===== src/rtl/sram_c_arbiter.sv =====
// Single-port C-buffer SRAM owner: arbitrates array writeback against host reads
// (with a read starvation guard) and runs a sequential zero-fill clear engine.
module sram_c_arbiter #(
  parameter int ADDR_W     = 10,
  parameter int DATA_W     = 8,
  parameter int DEPTH      = 1024,
  parameter int STARVE_MAX = 4
) (
  input  logic              clk,
  input  logic              rst,
  input  logic              clr_start,
  output logic              clr_busy,
  output logic              clr_done,
  input  logic              wb_valid,
  output logic              wb_ready,
  input  logic [ADDR_W-1:0] wb_addr,
  input  logic [DATA_W-1:0] wb_data,
  input  logic              rd_valid,
  output logic              rd_ready,
  input  logic [ADDR_W-1:0] rd_addr,
  output logic              rd_rvalid,
  output logic [DATA_W-1:0] rd_rdata,
  output logic              sram_ce,
  output logic              sram_we,
  output logic [ADDR_W-1:0] sram_addr,
  output logic [DATA_W-1:0] sram_din,
  input  logic [DATA_W-1:0] sram_dout,
  output logic [0:0]        dbg_state
);

  // Handshake: a request transfers in the cycle where valid && ready; ready is a
  // combinational grant that never depends on anything but current-cycle inputs
  // and registered state, and at most one ready is high per cycle.

  localparam int SW = $clog2(STARVE_MAX + 1);
  localparam logic [0:0]        ST_IDLE    = 1'b0;
  localparam logic [0:0]        ST_CLEAR   = 1'b1;
  localparam logic [ADDR_W-1:0] LAST_ADDR  = ADDR_W'(DEPTH - 1);
  localparam logic [SW-1:0]     STARVE_LIM = SW'(STARVE_MAX);

  logic [0:0]        state_q, state_d;
  logic [ADDR_W-1:0] clr_cnt_q, clr_cnt_d;
  logic [SW-1:0]     starve_q, starve_d;
  logic              clr_done_q, clr_done_d;
  logic              rd_rvalid_q, rd_rvalid_d;
  logic [DATA_W-1:0] rdata_hold_q, rdata_hold_d;
  logic              rd_win;

  always_comb begin
    state_d      = state_q;
    clr_cnt_d    = clr_cnt_q;
    starve_d     = starve_q;
    clr_done_d   = 1'b0;
    rd_rvalid_d  = 1'b0;
    rdata_hold_d = rd_rvalid_q ? sram_dout : rdata_hold_q;
    rd_win       = 1'b0;
    wb_ready     = 1'b0;
    rd_ready     = 1'b0;
    sram_ce      = 1'b0;
    sram_we      = 1'b0;
    sram_addr    = '0;
    sram_din     = '0;
    if (!rst) begin
      case (state_q)
        ST_IDLE: begin
          // A starved read overrides the default writeback priority.
          rd_win   = rd_valid && (!wb_valid || (starve_q == STARVE_LIM));
          rd_ready = rd_win;
          wb_ready = wb_valid && !rd_win;
          if (wb_ready) begin
            sram_ce   = 1'b1;
            sram_we   = 1'b1;
            sram_addr = wb_addr;
            sram_din  = wb_data;
          end else if (rd_ready) begin
            sram_ce   = 1'b1;
            sram_addr = rd_addr;
          end
          if (!rd_valid || rd_ready) begin
            starve_d = '0;
          end else if (starve_q != STARVE_LIM) begin
            starve_d = starve_q + SW'(1);
          end
          rd_rvalid_d = rd_ready;
          if (clr_start) begin
            state_d   = ST_CLEAR;
            clr_cnt_d = '0;
          end
        end
        default: begin
          sram_ce   = 1'b1;
          sram_we   = 1'b1;
          sram_addr = clr_cnt_q;
          if (clr_cnt_q == LAST_ADDR) begin
            state_d    = ST_IDLE;
            clr_done_d = 1'b1;
          end else begin
            clr_cnt_d = clr_cnt_q + ADDR_W'(1);
          end
        end
      endcase
    end
  end

  always_ff @(posedge clk) begin
    if (rst) begin
      state_q      <= ST_IDLE;
      clr_cnt_q    <= '0;
      starve_q     <= '0;
      clr_done_q   <= 1'b0;
      rd_rvalid_q  <= 1'b0;
      rdata_hold_q <= '0;
    end else begin
      state_q      <= state_d;
      clr_cnt_q    <= clr_cnt_d;
      starve_q     <= starve_d;
      clr_done_q   <= clr_done_d;
      rd_rvalid_q  <= rd_rvalid_d;
      rdata_hold_q <= rdata_hold_d;
    end
  end

  // Reset takes effect on status outputs at once so an aborted clear never lingers.
  assign clr_busy  = (state_q == ST_CLEAR) && !rst;
  assign clr_done  = clr_done_q && !rst;
  assign rd_rvalid = rd_rvalid_q && !rst;
  assign rd_rdata  = rd_rvalid_q ? sram_dout : rdata_hold_q;
  assign dbg_state = state_q;

endmodule


===== config.mk =====
export PLATFORM = sky130hd
export DESIGN_NAME = sram_c_arbiter
export DESIGN_NICKNAME = d
export VERILOG_FILES = /design/src/rtl/sram_c_arbiter.sv
export SDC_FILE = /design/constraint.sdc
export NUM_CORES = 1
export LEC_CHECK = 0
export BUFFER_PORTS_ARGS = -buffer_cell sky130_fd_sc_hd__buf_4
export CORE_ASPECT_RATIO = 1.1
export CORE_MARGIN = 4
export CORE_UTILIZATION = 46
export DETAILED_ROUTE_END_ITERATION = 16
export PLACE_DENSITY_LB_ADDON = 0.2
export SYNTH_ARGS = -nofsm -noshare
export SYNTH_HDL_FRONTEND = slang
export SYNTH_SLANG_ARGS = --single-unit

===== constraint.sdc =====
create_clock -name clk -period 1.64 [get_ports clk]
set_input_delay 0.164 -clock clk [delete_from_list [all_inputs] [get_ports clk]]
set_output_delay 0.164 -clock clk [all_outputs]
set_load 0.02 [all_outputs]

==> tab_implementation.tex, run 1 <==
\begin{tabular}{lr}
\hline
Metric & Value \\
\hline
\multicolumn{2}{l}{\textbf{STA}} \\
Final worst-path setup slack & -0.3370 ns \\
Max\_slew headroom & 78.36\% \\
Setup repair after global routing missed its margin & yes \\
Post-route fraction of the period consumed by the critical path & 120.5\% \\
Fmax & between 500 and 600 MHz \\
Final count of negative-setup-slack endpoints & 21 \\
Worst slew pin tran & around 0.32 ns \\
Final min period & slightly below 2 ns \\
Setup clock skew after layout & about 0.0027 ns \\
Pins Over Slew Limit & 0 \\
Fin Setup TNS & -6.017 ns \\
Final hold viol count & 0 \\
\multicolumn{2}{l}{\textbf{Power}} \\
Max IR drop VDD & 0.0006584 V \\
Clock network power share & 29.4\% \\
Sequential power share & between 40\% and 50\% \\
Internal Power & 0.001063 W \\
Part of the power in combinational logic & around 29\% \\
Total design power & $\sim$0.0015 W \\
Net switching power & approximately 0.00039 W \\
Leakage power total & roughly 1.2 nW \\
Areal power density over the cells & roughly 600 nW/µm² \\
Switching fraction of total power & 26.88\% \\
\multicolumn{2}{l}{\textbf{Logic synthesis}} \\
Commonest cells in the netlist & 24 x dfxtp\_1, 21 x nor2\_1, 19 x and2\_1 \\
Number of distinct library cell variants in the gate-level netlist after synthesis & 37 \\
Synthesized instance count & between 150 and 200 \\
Post-synth net total & 225 \\
Number of enable-type register cells in the synthesized netlist & 0 \\
Fraction of registers with async set or reset after synthesis & 0\% \\
Summed instance area of the synthesized netlist & between 1500 and 2000 µm² \\
Most frequently used flop master after synthesis & dfxtp\_1 \\
Seq cells post-synth & 24 \\
Mean area per synthesized cell & between 8 and 9 µm² \\
Share of the synthesized area in the top cell type & 31.87\% \\
Yosys synthesis warning count & 0 \\
Cell accounting for the most synthesized area & dfxtp\_1 \\
Main area contributors after synthesis & dfxtp\_1 32\%, and2\_1 7.9\%, mux2i\_1 7.3\% \\
Portion of the post-synthesis area used by sequential elements & about a third \\
Most common cell in the synthesized netlist & dfxtp\_1 \\
\multicolumn{2}{l}{\textbf{Drt}} \\
Vias/cell & 5.508 \\
Drt initial violations & roughly 130 \\
DRC violations left & 0 \\
Total wire length & between 4000 and 5000 µm \\
Routed WL per cell & 15.32 µm \\
Wire length on met2 & between 2000 and 2500 µm \\
Met1 WL & between 2000 and 2500 µm \\
Remaining antenna violation count after routing & 0 \\
Total vias in the final route & $\sim$1700 \\
Met3 wire length & roughly 370 µm \\
Top routing layer used & met4 \\
Pre-antenna DRT Iters & 4 \\
\multicolumn{2}{l}{\textbf{CTS}} \\
Clock latency on the worst-skew pair & 0.32 ns \\
Clk sink count & 24 \\
Clock tree from TritonCTS & yes \\
Count of hold buffers inserted by post-cts repair & 0 \\
Clock root buffer & clkbuf\_4 \\
Cts bufs inserted & 3 \\
Clock edge transition at the registers on the reported setup and hold paths & roughly 0.13 ns \\
Clk buf depth & 2 \\
H-tree Lvls & 1 \\
\multicolumn{2}{l}{\textbf{Setup path}} \\
Endpoint arrival time on the critical path & 1.81 ns \\
Worst Path Max Fanout & 6 \\
CP Data Required Time & 1.48 ns \\
Crit path launch type & flop \\
Crit Path Category & flop to output port \\
Kind of end point of the critical path & output port \\
\multicolumn{2}{l}{\textbf{Placed design}} \\
Port Buf Inserts & between 70 and 80 \\
Placed wire-length estimate after detailed placement & between 3000 and 4000 µm \\
RePlAce Congestion & between 0.8 and 0.9 \\
Worst setup slack before clock tree synthesis & -0.05467 ns \\
\multicolumn{2}{l}{\textbf{Cells and area}} \\
Area grow syn2layout & 60.25\% \\
ANT cells & 0 \\
Net count of the finished layout & between 300 and 400 \\
Share of post-route cells with drive strength above 1 & 50.94\% \\
Final standard cell utilization of the core & between 70\% and 80\% \\
\multicolumn{2}{l}{\textbf{Run status}} \\
Failing checks & negative setup slack \\
Outcome & finished with violations \\
\multicolumn{2}{l}{\textbf{Floorplan}} \\
Initial core utilization & between 40\% and 50\% \\
Overall die width & 62.59 µm \\
Height of the chip & between 60 and 70 µm \\
FP Rows & 21 \\
Area of the die & around 4300 µm² \\
Area of the core region & $\sim$3100 µm² \\
Boundary Pins & between 70 and 80 \\
\multicolumn{2}{l}{\textbf{Global route}} \\
GR Overflow Total & 0 \\
Wire length of the first global-routing pass & $\sim$7600 µm \\
Maximum number of pins on one net before global-route repair & 21 \\
Number of antenna violations at the first check in global routing & 0 \\
Overall routing resource usage & around 22\% \\
Vias in the first global route & between 1500 and 2000 \\
\multicolumn{2}{l}{\textbf{Flow run}} \\
Maxcap violations & 0 \\
\multicolumn{2}{l}{\textbf{Worst hold path}} \\
Min-Delay Path Class & input pin to flop \\
\hline
\end{tabular}
[final cells by class]
| class | count | area [µm²] |
|---|---|---|
| clock buffers | 3 | 22.52 |
| well taps | 34 | 42.54 |
| clock inverters | 1 | 30.03 |
| repair buffers | 97 | 784.5 |
| flip-flops and latches | 24 | 485.5 |
| multi-input cells | 138 | 1036 |
| fillers | 250 | 684.4 |
| inverters | 4 | 15.01 |
[sequential cells by signal (all words and copies together), names as in the netlist]
name and cells:
clr_done_q 1, clr_cnt_q 10, rd_rvalid_q 1, rdata_hold_q 8, starve_q 3, dbg_state 1
[cells in the final DEF, fill, tap and decap left out, types with 4 or more instances in the layout]
cell type	synthesis	routed
mux2i_1	11	9
nor2_1	21	21
and2_1	19	19
and4_1	4	4
dfxtp_2	0	4
mux2_2	8	8
nand2_1	5	4
buf_4	0	91
a211oi_2	0	9
a21oi_1	6	5
a211o_1	4	4
nor3_1	9	8
dfxtp_1	24	20
nor2b_1	10	10
[per-layer routing]
| metal | global-route usage, % | up-vias |
|---|---|---|
| li1 | - | 818 |
| met3 | 3.612 | 7 |
| met2 | 37.42 | 78 |
| met1 | 28.54 | 755 |
| met4 | 7.713 | 0 |
| met5 | 0 | - |
[what timing repair did]
action                     CTS  global route
buffers inserted             2             3
resized for setup           16             6
pin swaps                    7             5
setup endpoints to repair   22            24
cloned                       1             0
[critical path: stages, from the launching register on]
cell,delay (ns)
dfxtp_2,0.35
inv_2,0.06
ha_4,0.13
nand2_2,0.06
a21bo_4,0.25
buf_12,0.15
mux2i_2,0.15
a211oi_2,0.18
buf_4,0.17
[power groups by stage]
| stage | sequential, W | combinational (W) | clock (W) |
|---|---|---|---|
| floorplan | 0.000616 | 0.000204 | 0 |
| global placement | 0.000621 | 0.000379 | 0 |
| detailed placement | 0.000622 | 0.000382 | 0 |
| CTS | 0.000609 | 0.000406 | 0.000433 |
| global route | 0.000612 | 0.000450 | 0.000455 |
| finish | 0.000610 | 0.000417 | 0.000427 |
[worst paths after layout]
path | endpoint | from | cells after the start | slack [ns]
setup / recovery | sram_addr[7] | starve_q[1] | 8 | -0.34
hold / removal | clr_cnt_q[6] | clr_start | 3 | 0.19
setup reg to reg | clr_cnt_q[9] | clr_cnt_q[4] | 4 | 0.10
hold reg to reg | starve_q[2] | starve_q[2] | 2 | 0.53
[cell families (layout without fill, tap and decap cells)]
logic type,after synthesis,in the layout,synth area share (%)
buffers and inverters,19,105,5.559
flip-flops,24,24,31.87
AND/OR/NAND/NOR,84,84,31.04
adder cells (fa/ha/maj),3,3,2.490
multiplexers,19,19,13.28
AO/OA/AOI/OAI,32,32,15.77
[through the flow]
stage	std cells	area (µm²)	hold WS [ns]
after floorplan	181	1560	0.3839
after global placement	292	2242	0.4801
after detailed placement	292	2242	0.4787
after CTS	299	2381	0.1873
after global routing	301	2416	0.1948
final	301	2416	0.1871
(Power assumes the default switching activity.)
==> inputs of run 2 (changes only) <==
--- a/config.mk
+++ b/config.mk
@@ -5,12 +5,14 @@
 export SDC_FILE = /design/constraint.sdc
 export NUM_CORES = 1
 export LEC_CHECK = 0
+export ABC_AREA = 1
 export BUFFER_PORTS_ARGS = -buffer_cell sky130_fd_sc_hd__buf_4
 export CORE_ASPECT_RATIO = 1.1
 export CORE_MARGIN = 4
-export CORE_UTILIZATION = 46
+export CORE_UTILIZATION = 45
 export DETAILED_ROUTE_END_ITERATION = 16
 export PLACE_DENSITY_LB_ADDON = 0.2
+export SKIP_LAST_GASP = 1
 export SYNTH_ARGS = -nofsm -noshare
 export SYNTH_HDL_FRONTEND = slang
 export SYNTH_SLANG_ARGS = --single-unit
==> run 2 against run 1 <==
  * The run still ends with negative setup slack left
  * Sequential power about the same
  * Clock power grew 3%
  * Fmax increased by 2.6%
  * Register-to-register slack improved by 0.11 ns
  * Largest power group unchanged
  * Clock skew is 0.00069 ns lower
  * Worst setup slack improved by 0.050 ns
  * Hold slack worse by 0.082 ns
  * Critical path type unchanged
  * First-iteration DRC count down 31%
  * Largest cell class unchanged
==> tab_implementation.tex, run 2 <==
\begin{tabular}{lr}
\hline
Metric & Value \\
\hline
\multicolumn{2}{l}{\textbf{Global route}} \\
Vias in the first global route & approximately 1800 \\
Maximum number of pins on one net before global-route repair & 24 \\
Number of antenna violations at the first check in global routing & 0 \\
Wire length of the first global-routing pass & approximately 7600 µm \\
Overall routing resource usage & between 20\% and 30\% \\
GR Overflow Total & 0 \\
\multicolumn{2}{l}{\textbf{Drt}} \\
Routed WL per cell & 14.38 µm \\
Met3 wire length & around 550 µm \\
Total vias in the final route & $\sim$1900 \\
Wire length on met2 & 2506 µm \\
Drt initial violations & 91 \\
Top routing layer used & met4 \\
Total wire length & approximately 5000 µm \\
Met1 WL & 1928 µm \\
Vias/cell & approximately 5.3 \\
Pre-antenna DRT Iters & 4 \\
DRC violations left & 0 \\
Remaining antenna violation count after routing & 0 \\
\multicolumn{2}{l}{\textbf{CTS}} \\
Clk sink count & 24 \\
Count of hold buffers inserted by post-cts repair & 0 \\
Cts bufs inserted & 3 \\
Clock tree from TritonCTS & yes \\
Clock root buffer & clkbuf\_4 \\
H-tree Lvls & 1 \\
Clock latency on the worst-skew pair & roughly 0.32 ns \\
Clk buf depth & 2 \\
Clock edge transition at the registers on the reported setup and hold paths & roughly 0.14 ns \\
\multicolumn{2}{l}{\textbf{Floorplan}} \\
Overall die width & a little over 60 µm \\
FP Rows & 21 \\
Initial core utilization & 47.37\% \\
Area of the core region & between 3000 and 4000 µm² \\
Area of the die & 4211 µm² \\
Boundary Pins & 75 \\
Height of the chip & around 68 µm \\
\multicolumn{2}{l}{\textbf{Cells and area}} \\
ANT cells & 0 \\
Register with the most flip-flops & clr\_cnt\_q \\
Net count of the finished layout & around 360 \\
Share of post-route cells with drive strength above 1 & between 40 and 50\% \\
Area grow syn2layout & 66.50\% \\
Most common library cell in the layout ignoring fill and taps & buf\_4 \\
Top Registers & clr\_cnt\_q: 10 flops, rdata\_hold\_q: 8 flops, starve\_q: 3 flops \\
Post-layout instance count excluding filler cells & 350 \\
Final standard cell utilization of the core & 78.88\% \\
Most frequent cells in the layout & 82 x buf\_4, 63 x nand2\_1, 20 x inv\_1, 20 x dfxtp\_1 \\
Largest register FFs & 10 \\
\multicolumn{2}{l}{\textbf{Placed design}} \\
Placed wire-length estimate after detailed placement & about 3300 µm \\
RePlAce Congestion & 0.9494 \\
Worst setup slack before clock tree synthesis & -0.004120 ns \\
Port Buf Inserts & between 70 and 80 \\
Number of cells in the design after placement & between 300 and 400 \\
\multicolumn{2}{l}{\textbf{Logic synthesis}} \\
Main area contributors after synthesis & dfxtp\_1 33\%, nand2\_1 19\%, inv\_1 5.7\% \\
Post-synth net total & approximately 280 \\
Portion of the post-synthesis area used by sequential elements & between 30\% and 40\% \\
Cell accounting for the most synthesized area & dfxtp\_1 \\
Share of the synthesized area in the top cell type & between 30\% and 40\% \\
Seq cells post-synth & 24 \\
Number of enable-type register cells in the synthesized netlist & 0 \\
Most frequently used flop master after synthesis & dfxtp\_1 \\
Synthesized instance count & between 200 and 250 \\
Mean area per synthesized cell & 6.305 µm² \\
Fraction of registers with async set or reset after synthesis & 0\% \\
Number of distinct library cell variants in the gate-level netlist after synthesis & 30 \\
Commonest cells in the netlist & 72 x nand2\_1, 24 x dfxtp\_1, 22 x inv\_1 \\
Summed instance area of the synthesized netlist & $\sim$1500 µm² \\
Yosys synthesis warning count & 0 \\
Most common cell in the synthesized netlist & nand2\_1 \\
\multicolumn{2}{l}{\textbf{STA}} \\
Worst slew pin tran & between 0.4 and 0.5 ns \\
Fmax & between 500 and 600 MHz \\
Post-route fraction of the period consumed by the critical path & 117.5\% \\
Setup clock skew after layout & $\sim$0.0020 ns \\
Pins Over Slew Limit & 0 \\
Setup repair after global routing missed its margin & yes \\
Final min period & roughly 1.9 ns \\
Worst hold margin & between 0.1 and 0.15 ns \\
Final hold viol count & 0 \\
Max\_slew headroom & slightly above 70\% \\
Final worst-path setup slack & -0.2872 ns \\
Final count of negative-setup-slack endpoints & 21 \\
\multicolumn{2}{l}{\textbf{Setup path}} \\
Worst Path Max Fanout & 5 \\
Endpoint arrival time on the critical path & 1.76 ns \\
Crit Path Category & flop to output port \\
CP Data Required Time & 1.48 ns \\
Crit path launch type & flop \\
Kind of end point of the critical path & output port \\
\multicolumn{2}{l}{\textbf{Run status}} \\
Outcome & finished with violations \\
Failing checks & negative setup slack \\
\multicolumn{2}{l}{\textbf{Power}} \\
Leakage power total & between 1 and 1.5 nW \\
Areal power density over the cells & approximately 630 nW/µm² \\
Max IR drop VDD & roughly 0.0006 V \\
\multicolumn{2}{l}{\textbf{Flow run}} \\
Maxcap violations & 0 \\
\multicolumn{2}{l}{\textbf{Worst hold path}} \\
Min-Delay Path Class & input pin to flop \\
\hline
\end{tabular}
==> run 2: cell types whose count changed after synthesis, moves of 9 or more <==
cell,delta
a21oi_1,+9
a31oi_1,+9
nand2_1,+67
inv_1,+18
nand3_1,+12
and2_1,-18
nor2b_1,-10
a211oi_1,-11
mux2i_1,-11
nor3_1,-9
==> run 2: final timing paths <==
kind                                 startpoint              end  slack, ns  depth (start not counted)
worst max-delay path                starve_q[1]      sram_din[2]      -0.29                          9
worst min-delay path               sram_dout[5]  rdata_hold_q[5]       0.10                          3
worst max register to register     clr_cnt_q[1]     clr_cnt_q[5]       0.21                         10
worst min register to register  rdata_hold_q[5]  rdata_hold_q[5]       0.48                          2
==> run 2: logic make-up (layout without fill, tap and decap cells) <==
family	after synthesis	count (layout)	synth area share, %
compound gates	44	44	17.01
xor+xnor	1	1	0.6015
fa+ha+maj	3	3	2.578
buf+inv	37	121	10.14
flops	24	24	32.99
simple gates	122	123	36.69
==> run 2: final cells by class <==
type / count / area (µm²)
fillers: 228 / 649.4
flip-flops and latches: 24 / 485.5
inverters: 28 / 105.1
well taps: 34 / 42.54
repair buffers: 89 / 694.4
clock buffers: 3 / 22.52
clock inverters: 1 / 30.03
multi-input cells: 171 / 1045
==> run 2: per-layer routing <==
layer / track usage [%] / up-vias
met2: 39.64 / 98
met4: 7.859 / 0
met1: 23.72 / 841
li1: - / 920
met5: 0 / -
met3: 6.822 / 6
==> run 2: repair_timing <==
action                                 in CTS  in global routing
gates resized for setup                    32                 19
gates cloned                                1                  1
buffers inserted                            2                  2
setup endpoints to repair                  21                 22
endpoints found under the hold margin       0                  0
pin swaps                                   5                  4
==> run 2: where the power goes <==
group	leakage [nW]	internal, W	switching, W	total (W)
logic	0.905	0.000210	0.000267	0.000477
registers	0.196	0.000599	0.00000835	0.000607
clock network	0.0279	0.000247	0.000194	0.000441
==> run 2: worst max-delay path: stages (launching register included) <==
cell and delay, ns:
dfxtp_2 0.36, inv_2 0.05, ha_4 0.15, a21oi_4 0.17, nor2_4 0.07, nor2_4 0.12
buf_4 0.17, nand2_8 0.09, nor2_4 0.11, buf_4 0.14
==> run 2: per-stage QoR <==
step	cell area (µm²)	setup TNS (ns)	total power [W]
6_report	2425	-5.269	0.001525
5_1_grt	2425	-6.931	0.001582
4_1_cts	2330	-4.766	0.001488
3_5_place_dp	2143	-0.004282	0.001023
3_3_place_gp	2143	0	0.001018
2_1_floorplan	1513	0	0.0008335
